## config.mk

```make
export PLATFORM = sky130hd
export DESIGN_NAME = btb_update_ctrl
export DESIGN_NICKNAME = d
export VERILOG_FILES = /design/src/rtl/btb_update_ctrl.sv
export SDC_FILE = /design/constraint.sdc
export NUM_CORES = 1
export LEC_CHECK = 0
export CORE_MARGIN = 2
export CORE_UTILIZATION = 52
export CTS_CLUSTER_DIAMETER = 60
export DETAILED_ROUTE_END_ITERATION = 16
export GPL_ROUTABILITY_DRIVEN = 0
export HOLD_SLACK_MARGIN = 0.12
export PLACE_DENSITY = 0.84
export SETUP_SLACK_MARGIN = 0.2
export SYNTH_ARGS = -nofsm -noshare
export SYNTH_HDL_FRONTEND = slang
export SYNTH_SLANG_ARGS = --single-unit
```

## constraint.sdc

```tcl
create_clock -name i_clk -period 11.8 [get_ports i_clk]
set_clock_uncertainty 0.05 [all_clocks]
set_input_delay 2.95 -clock i_clk [delete_from_list [all_inputs] [get_ports i_clk]]
set_output_delay 2.95 -clock i_clk [all_outputs]
set_load 0.1 [all_outputs]
```

## src/rtl/btb_update_ctrl.sv

```systemverilog
// BTB write-port scheduler: filters branch-resolution updates, queues them in a small FIFO
// and issues one write per cycle; runs a full clear sweep after reset and on invalidate.
module btb_update_ctrl #(
    parameter int IDX_W      = 8,
    parameter int FIFO_DEPTH = 4
) (
    input  logic             i_clk,
    input  logic             i_rst,
    input  logic             i_upd_valid,
    output logic             o_upd_ready,
    input  logic [31:0]      i_upd_pc,
    input  logic [31:0]      i_upd_tpc,
    input  logic             i_upd_taken,
    input  logic             i_upd_dir_fail,
    input  logic             i_upd_add_fail,
    input  logic             i_inv_req,
    output logic             o_btb_we,
    output logic [IDX_W-1:0] o_btb_waddr,
    output logic [31:0]      o_btb_wdata,
    output logic             o_btb_wvalid,
    output logic             o_lookup_en,
    output logic             o_busy,
    output logic [31:0]      o_cnt_upd,
    output logic [31:0]      o_cnt_fail
);

    localparam int PTR_W = $clog2(FIFO_DEPTH);
    localparam logic [IDX_W-1:0] SWEEP_LAST = '1;
    localparam logic [PTR_W:0]   DEPTH_CNT  = (PTR_W+1)'(FIFO_DEPTH);

    typedef enum logic {
        ST_INIT,
        ST_RUN
    } state_t;

    state_t             r_state;
    state_t             w_state_nxt;
    logic [IDX_W-1:0]   r_sweep;
    logic [IDX_W-1:0]   w_sweep_nxt;

    logic [IDX_W-1:0]   r_q_idx [FIFO_DEPTH];
    logic [31:0]        r_q_tpc [FIFO_DEPTH];
    logic               r_q_vld [FIFO_DEPTH];
    logic [PTR_W-1:0]   r_wptr;
    logic [PTR_W-1:0]   r_rptr;
    logic [PTR_W:0]     r_count;

    logic               r_btb_we;
    logic [IDX_W-1:0]   r_btb_waddr;
    logic [31:0]        r_btb_wdata;
    logic               r_btb_wvalid;
    logic [31:0]        r_cnt_upd;
    logic [31:0]        r_cnt_fail;

    logic               w_we_nxt;
    logic [IDX_W-1:0]   w_waddr_nxt;
    logic [31:0]        w_wdata_nxt;
    logic               w_wvalid_nxt;

    logic               w_run;
    logic               w_hs;
    logic               w_flush;
    logic               w_enq;
    logic               w_pop;
    logic               w_fail;
    logic [IDX_W-1:0]   w_upd_idx;

    assign w_run       = (r_state == ST_RUN);
    assign o_upd_ready = w_run && (r_count < DEPTH_CNT);
    assign w_hs        = i_upd_valid && o_upd_ready;
    assign w_flush     = w_run && i_inv_req;
    // Not-taken updates only need a write when they must kill a stale taken entry.
    assign w_enq       = w_hs && !w_flush && (i_upd_taken || i_upd_dir_fail);
    assign w_pop       = w_run && !i_inv_req && (r_count != '0);
    assign w_fail      = i_upd_dir_fail || i_upd_add_fail;
    assign w_upd_idx   = i_upd_pc[IDX_W+2:3];

    assign o_lookup_en  = w_run;
    assign o_busy       = !w_run;
    assign o_btb_we     = r_btb_we;
    assign o_btb_waddr  = r_btb_waddr;
    assign o_btb_wdata  = r_btb_wdata;
    assign o_btb_wvalid = r_btb_wvalid;
    assign o_cnt_upd    = r_cnt_upd;
    assign o_cnt_fail   = r_cnt_fail;

    always_ff @(posedge i_clk or posedge i_rst) begin
        if (i_rst) begin
            r_state <= ST_INIT;
            r_sweep <= '0;
        end else begin
            r_state <= w_state_nxt;
            r_sweep <= w_sweep_nxt;
        end
    end

    always_comb begin
        w_state_nxt  = r_state;
        w_sweep_nxt  = r_sweep;
        w_we_nxt     = 1'b0;
        w_waddr_nxt  = r_btb_waddr;
        w_wdata_nxt  = r_btb_wdata;
        w_wvalid_nxt = r_btb_wvalid;
        case (r_state)
            ST_INIT: begin
                if (i_inv_req) begin
                    w_sweep_nxt = '0;
                end else begin
                    w_we_nxt     = 1'b1;
                    w_waddr_nxt  = r_sweep;
                    w_wdata_nxt  = '0;
                    w_wvalid_nxt = 1'b0;
                    if (r_sweep == SWEEP_LAST) begin
                        w_state_nxt = ST_RUN;
                        w_sweep_nxt = '0;
                    end else begin
                        w_sweep_nxt = r_sweep + 1'b1;
                    end
                end
            end
            ST_RUN: begin
                if (i_inv_req) begin
                    w_state_nxt = ST_INIT;
                    w_sweep_nxt = '0;
                end else if (w_pop) begin
                    w_we_nxt     = 1'b1;
                    w_waddr_nxt  = r_q_idx[r_rptr];
                    w_wdata_nxt  = r_q_tpc[r_rptr];
                    w_wvalid_nxt = r_q_vld[r_rptr];
                end
            end
            default: begin
                w_state_nxt = ST_INIT;
                w_sweep_nxt = '0;
            end
        endcase
    end

    always_ff @(posedge i_clk or posedge i_rst) begin
        if (i_rst) begin
            r_btb_we     <= 1'b0;
            r_btb_waddr  <= '0;
            r_btb_wdata  <= '0;
            r_btb_wvalid <= 1'b0;
        end else begin
            r_btb_we     <= w_we_nxt;
            r_btb_waddr  <= w_waddr_nxt;
            r_btb_wdata  <= w_wdata_nxt;
            r_btb_wvalid <= w_wvalid_nxt;
        end
    end

    always_ff @(posedge i_clk or posedge i_rst) begin
        if (i_rst) begin
            r_wptr  <= '0;
            r_rptr  <= '0;
            r_count <= '0;
            for (int i = 0; i < FIFO_DEPTH; i++) begin
                r_q_idx[i] <= '0;
                r_q_tpc[i] <= '0;
                r_q_vld[i] <= 1'b0;
            end
        end else if (w_flush) begin
            r_wptr  <= '0;
            r_rptr  <= '0;
            r_count <= '0;
        end else begin
            if (w_enq) begin
                r_q_idx[r_wptr] <= w_upd_idx;
                r_q_tpc[r_wptr] <= i_upd_taken ? i_upd_tpc : 32'h0;
                r_q_vld[r_wptr] <= i_upd_taken;
                r_wptr          <= r_wptr + 1'b1;
            end
            if (w_pop) begin
                r_rptr <= r_rptr + 1'b1;
            end
            case ({w_enq, w_pop})
                2'b10:   r_count <= r_count + 1'b1;
                2'b01:   r_count <= r_count - 1'b1;
                default: r_count <= r_count;
            endcase
        end
    end

    // Statistics survive invalidates; only reset clears them.
    always_ff @(posedge i_clk or posedge i_rst) begin
        if (i_rst) begin
            r_cnt_upd  <= '0;
            r_cnt_fail <= '0;
        end else if (w_hs) begin
            if (r_cnt_upd != '1) begin
                r_cnt_upd <= r_cnt_upd + 1'b1;
            end
            if (w_fail && (r_cnt_fail != '1)) begin
                r_cnt_fail <= r_cnt_fail + 1'b1;
            end
        end
    end

endmodule

```

==> results of run 1 <==
logic make-up after synthesis:
logic type / Yosys count / share of synthesized area
flops: 286 / 0.573
mux: 91 / 0.118
simple gates: 357 / 0.137
compound gates: 196 / 0.0936
xor+xnor: 66 / 0.0463
fa+ha+maj: 8 / 0.00862
buf+inv: 73 / 0.0233
worst max-delay path, stage by stage (launching register included):
cell	delay [ns]
dfrtp_1	0.32
buf_4	0.28
nor2b_1	0.28
clkdlybuf4s50_1	1.22
sequential cells by signal (all words and copies together) (netlist names), 2 cells and up:
register / flops
r_q_tpc: 128
o_btb_wdata: 32
o_cnt_fail: 32
o_cnt_upd: 32
r_q_idx: 32
o_btb_waddr: 8
r_sweep: 8
r_q_vld: 4
r_count: 3
r_rptr: 2
r_wptr: 2
power by group:
part	switching, W	leakage [nW]	internal, W	total [W]
Sequential	0.0000133	3.94	0.000992	0.00100
Combinational	0.0000635	2.42	0.0000355	0.0000990
Clock	0.000388	0.521	0.000590	0.000979
stage by stage:
stage | util | area [um2] | setup WS, ns
after CTS | 0.650 | 15300 | 6.11
after detailed placement | 0.606 | 14300 | 6.21
after global routing | 0.650 | 15300 | 6.02
final | 0.650 | 15300 | 6.14
after global placement | 0.606 | 14300 | 6.23
after floorplan | - | 12500 | 0.908
path summary, 6_finish.rpt:
kind / start / endpoint / slack [ns] / cells after the start
min in group asynchronous: i_rst / o_btb_wdata[5]$_DFFE_PP0P_ / 2.94 / 2
max reg2reg: o_lookup_en$_DFF_PP0_ / r_count[1]$_DFFE_PP0P_ / 9.25 / 6
min reg2reg: o_btb_waddr[6]$_DFFE_PP0P_ / o_btb_waddr[6]$_DFFE_PP0P_ / 0.42 / 2
max: o_lookup_en$_DFF_PP0_ / o_upd_ready / 6.14 / 3
max in group asynchronous: i_rst / r_rptr[0]$_DFFE_PP0P_ / 7.01 / 3
min: o_btb_waddr[6]$_DFFE_PP0P_ / o_btb_waddr[6]$_DFFE_PP0P_ / 0.42 / 2
layer usage:
layer	global-route usage	wire, um	vias to the layer above
met3	0.0409	1600	47
met1	0.303	12400	4394
met4	0.0583	613	2
met5	0	13	-
li1	-	-	4088
met2	0.377	13400	283
placed cells by master (no fill, tap or decap), types with 3 or more instances in the layout:
master | Yosys | layout
bufinv_16 | 0 | 3
inv_1 | 13 | 12
and3_1 | 11 | 11
dfrtp_1 | 286 | 284
mux2_2 | 38 | 38
and4_1 | 10 | 10
clkbuf_16 | 0 | 31
a22o_1 | 34 | 34
nor2b_1 | 3 | 3
nor3_1 | 25 | 25
nand4_1 | 19 | 19
xnor2_1 | 22 | 22
nor2_1 | 36 | 36
clkinv_2 | 0 | 7
buf_4 | 0 | 8
nand2_2 | 5 | 5
nor4_1 | 7 | 7
clkbuf_8 | 0 | 7
clkdlybuf4s50_1 | 0 | 154
o21ai_0 | 146 | 146
xor2_1 | 44 | 44
and2_1 | 4 | 4
nand3_1 | 26 | 26
mux4_2 | 41 | 41
clkbuf_1 | 42 | 5
mux2i_1 | 11 | 11
a21oi_1 | 3 | 3
nand2_1 | 194 | 194
ha_1 | 7 | 7
area by class of cell:
type / count / area share
sequential: 286 / 0.468
timing repair buffer: 163 / 0.105
tap: 319 / 0.0261
clock inverter: 13 / 0.00989
multi-input combinational: 718 / 0.329
clock buffer: 43 / 0.0582
inverter: 13 / 0.00368
==> metrics, run 1 <==
fmax 177 MHz; largest net degree at the start of global routing 141; TritonCTS clock tree yes; Setup crit end kind output port; vias in the first global route 8987; PnR Total Power 0.00208 W; Die ar. 25300 um2; Hold-fix buffers, CTS 0; cell area power density 136 nW/um2; Tightest Pin Transition 1.09 ns; Worst Path Arrival 2.66 ns; Vias/cell 5.67; Worst Hold Class reg2reg; first-pass GRT wire length 46500 um; status completed; syn nets 1156; element type at the critical path start register; Post-Place Cells 1499; Setup Buffers After CTS 0; layout cell share with drive strength beyond 1 0.131; Die H 159 um; 1st-iter DRT viols 525; clock sinks 286; Critical Path RT 8.80 ns; global-route usage over all layers 0.224; die width 159 um; IO Count 180; Final setup viols 0; Synth Warn # 0; Pins Over Slew Limit 0; register area share after synthesis 0.573; Post-Synthesis Cells 1077; Final #Nets 1292; Post-synth ARST share 1.00; post-synth top area share 0.573; area growth from synthesis to layout 22.6%; Avg Synthesized Cell Area 11.6 um2; synth top area cells dfrtp_1, mux4_2, o21ai_0, nand2_1, mux2_2; CTS root buf clkbuf_16; CTS Buffer Depth 3; Primary FF master, synth dfrtp_1; post_cts resized 0; antenna-violating nets left 0; number of flops mapped to enable cells by yosys 0; drt wl/cell 18.0 um; RSZ-0062 raised after global routing false; most frequent cell after synthesis dfrtp_1; Post-Layout Cell Count 1555; via count 8814; drt drc 0; register area 7160 um2; period utilisation layout 0.480; Clock Pin Slew Worst Setup and Hold Paths 0.06 ns; Post-Synthesis Cell Area 12500 um2; max_slew headroom 0.271; area occupied by multi-input gates 5040 um2; P_leak 6.89 nW; commonest cells in the netlist dfrtp_1, nand2_1, o21ai_0; htree depth 1; setup total negative slack 0 ns; initial antenna violation count 1; Yosys reg bits 286; GRT overflow 0; Starting Density 0.530; critical path peak fanout 19; first-pass detailed-route iteration total 7; Period minus WS final 5.66 ns; area leader, netlist dfrtp_1; Fin Hold WS 0.424 ns; Placement Rows 56; WS Path Type reg2out; VDD IR max 0.107 mV; total CTS buffers 31; I/O Buffers 155; hpwl dp 17000 um; diodes inserted 0; Max-Cap Viols 0; Routed WL 28000 um; synth unique cells 53; Clock Latency Late Sink 0.56 ns; fillcell total 1774; Final Hold Fails 0; core footprint 23500 um2
No activity file was read; power rests on OpenSTA's default activity.
==> run 2: changes to the inputs <==
==> constraint.sdc (replaced) <==
create_clock -name i_clk -period 5.9 [get_ports i_clk]
set_clock_uncertainty 0.05 [all_clocks]
set_input_delay 1.475 -clock i_clk [delete_from_list [all_inputs] [get_ports i_clk]]
set_output_delay 1.475 -clock i_clk [all_outputs]
set_load 0.1 [all_outputs]
==> run 2 against run 1 <==
Against the previous run: first-iteration DRC count rose by 19%; critical path depth fell by 1; critical endpoint is now o_lookup_en; largest cell class unchanged; sequential share of layout area fell by 0.19 points; register-to-register slack got worse by 6.1 ns.
==> metrics, run 2 (synthesized netlist as in run 1, its figures left out) <==
Worst path max stage delay 1.20 ns (was 1.22 ns); core footprint 23500 um2 (unchanged); Final setup viols 0 (unchanged); drt drc 0 (unchanged); CTS root buf clkbuf_16 (unchanged); I/O Buffers 155 (unchanged); P_leak 6.91 nW (was 6.89 nW); hpwl dp 17500 um (was 17000 um); global-route usage over all layers 0.225 (was 0.224); VDD IR max 0.203 mV (was 0.107 mV); Worst Path Arrival 2.56 ns (was 2.66 ns); Clock Latency Late Sink 0.55 ns (was 0.56 ns); Setup crit end kind output port (unchanged); element type at the critical path start register (unchanged); cell area power density 274 nW/um2 (was 136 nW/um2); total placed instance area 14300 um2 (about the same); diodes inserted 0 (unchanged); final worst setup slack 1.81 ns (was 6.14 ns); period utilisation layout 0.693; Hold-fix buffers, CTS 0 (unchanged); antenna-violating nets left 0 (unchanged); IO Count 180 (unchanged); htree depth 1 (unchanged); first-pass detailed-route iteration total 5 (was 7); 1st-iter DRT viols 624 (was 525); initial antenna violation count 0 (was 1); commonest non-fill, non-tap cells in the layout dfrtp_1, nand2_1, clkdlybuf4s50_1 (unchanged); commonest non-fill, non-tap cell in the layout dfrtp_1 (unchanged); Final #Nets 1294 (was 1292); WS Path Type reg2out (unchanged); layout cell share with drive strength beyond 1 0.134 (was 0.131); Die ar. 25300 um2 (unchanged); Vias/cell 5.69 (was 5.67); max reg flops 128 (unchanged); Pins Over Slew Limit 0 (unchanged); Crit-path slowest cell clkdlybuf4s50_1 (unchanged); largest net degree at the start of global routing 189 (was 141); Routed WL 28000 um (about the same); CTS Buffer Depth 3 (unchanged); max_slew headroom 0.208 (was 0.271); Final Hold Fails 0 (unchanged); GRT overflow 0 (unchanged); Setup Buffers After CTS 0 (unchanged); r2r setup slk 3.18 ns (was 9.25 ns); fmax 245 MHz; fin area 15400 um2 (was 15300 um2); vias in the first global route 9005 (was 8987); via count 8864 (was 8814); worst slack at placement 1.55 ns (was 6.21 ns); Tightest Pin Transition 1.18 ns (was 1.09 ns); first-pass GRT wire length 46700 um (was 46500 um); Critical Path RT 4.38 ns (was 8.80 ns); Placement Rows 56 (unchanged); Max-Cap Viols 0 (unchanged); Starting Density 0.530 (unchanged); drt wl/cell 18.0 um (about the same); Worst Hold Class reg2reg (unchanged); status completed (unchanged); die width 159 um (unchanged); Die H 159 um (unchanged); TritonCTS clock tree yes (unchanged); Clock Pin Slew Worst Setup and Hold Paths 0.06 ns (about the same); area growth from synthesis to layout 23.1% (was 22.6%); total CTS buffers 30 (was 31); critical-path cell list buf_4 -> clkdlybuf4s50_1 (was buf_4 -> nor2b_1 -> clkdlybuf4s50_1); Period minus WS final 4.09 ns; RSZ-0062 raised after global routing false (unchanged); setup total negative slack 0 ns (unchanged); critical path peak fanout 13 (was 19); post_cts resized 0 (unchanged); Biggest register r_q_tpc (unchanged); clock sinks 286 (unchanged)
run 2: cell count changes in the layout (fill, tap and decap cells not counted):
cell / before / now
clkinvlp_4: 0 / 2
clkinv_4: 1 / 3
bufinv_16: 3 / 4
clkinv_2: 7 / 5
inv_6: 2 / 1
inv_8: 1 / 0
buf_12: 0 / 1
clkbuf_1: 5 / 4
buf_4: 8 / 10
run 2: final cells by class:
type	count	area [um2]
Timing Repair Buffer	166	1640
Sequential cell	286	7160
Inverter	13	52.6
Multi-Input combinational cell	718	5040
Clock buffer	42	887
Fill cell	1789	8180
Tap cell	319	399
Clock inverter	14	188
run 2: final timing paths:
check                                               from                          to  depth (start not counted)
worst min register to register  r_q_tpc[103]$_DFFE_PP0P_    r_q_tpc[103]$_DFFE_PP0P_                          2
max in group asynchronous                          i_rst       r_rptr[0]$_DFFE_PP0P_                          3
min in group asynchronous                          i_rst  o_cnt_fail[26]$_DFFE_PP0P_                          2
worst min-delay path            r_q_tpc[103]$_DFFE_PP0P_    r_q_tpc[103]$_DFFE_PP0P_                          2
worst max-delay path               o_lookup_en$_DFF_PP0_                 o_lookup_en                          2
worst max register to register     o_lookup_en$_DFF_PP0_     r_q_tpc[18]$_DFFE_PP0P_                          6
run 2: metrics by stage:
step / util / hold slack, ns / power, W / cells
after floorplan: - / 0.395 / 0.00217 / 1077
after global placement: 0.607 / 0.406 / 0.00224 / 1502
after detailed placement: 0.607 / 0.415 / 0.00225 / 1502
after CTS: 0.653 / 0.429 / 0.00424 / 1558
after global routing: 0.653 / 0.446 / 0.00435 / 1558
final: 0.653 / 0.425 / 0.00420 / 1558
run 2: report_power, final:
group	switching (W)	internal, W
Sequential	0.0000277	0.00198
Combinational	0.000127	0.0000725
Clock	0.000771	0.00122
run 2: critical path: cells and delay by family (launching register included):
| kind | cells | cell delay (ns) |
|---|---|---|
| buf+inv | 2 | 1.49 |
| flops | 1 | 0.51 |
run 2: layer usage:
metal  global-route usage  share of wire  wire length (um)
met3               0.0386          0.055              1540
met4               0.0545          0.020               570
met2                0.377           0.49             13600
met1                0.310           0.44             12300
met5                    0              0                 0
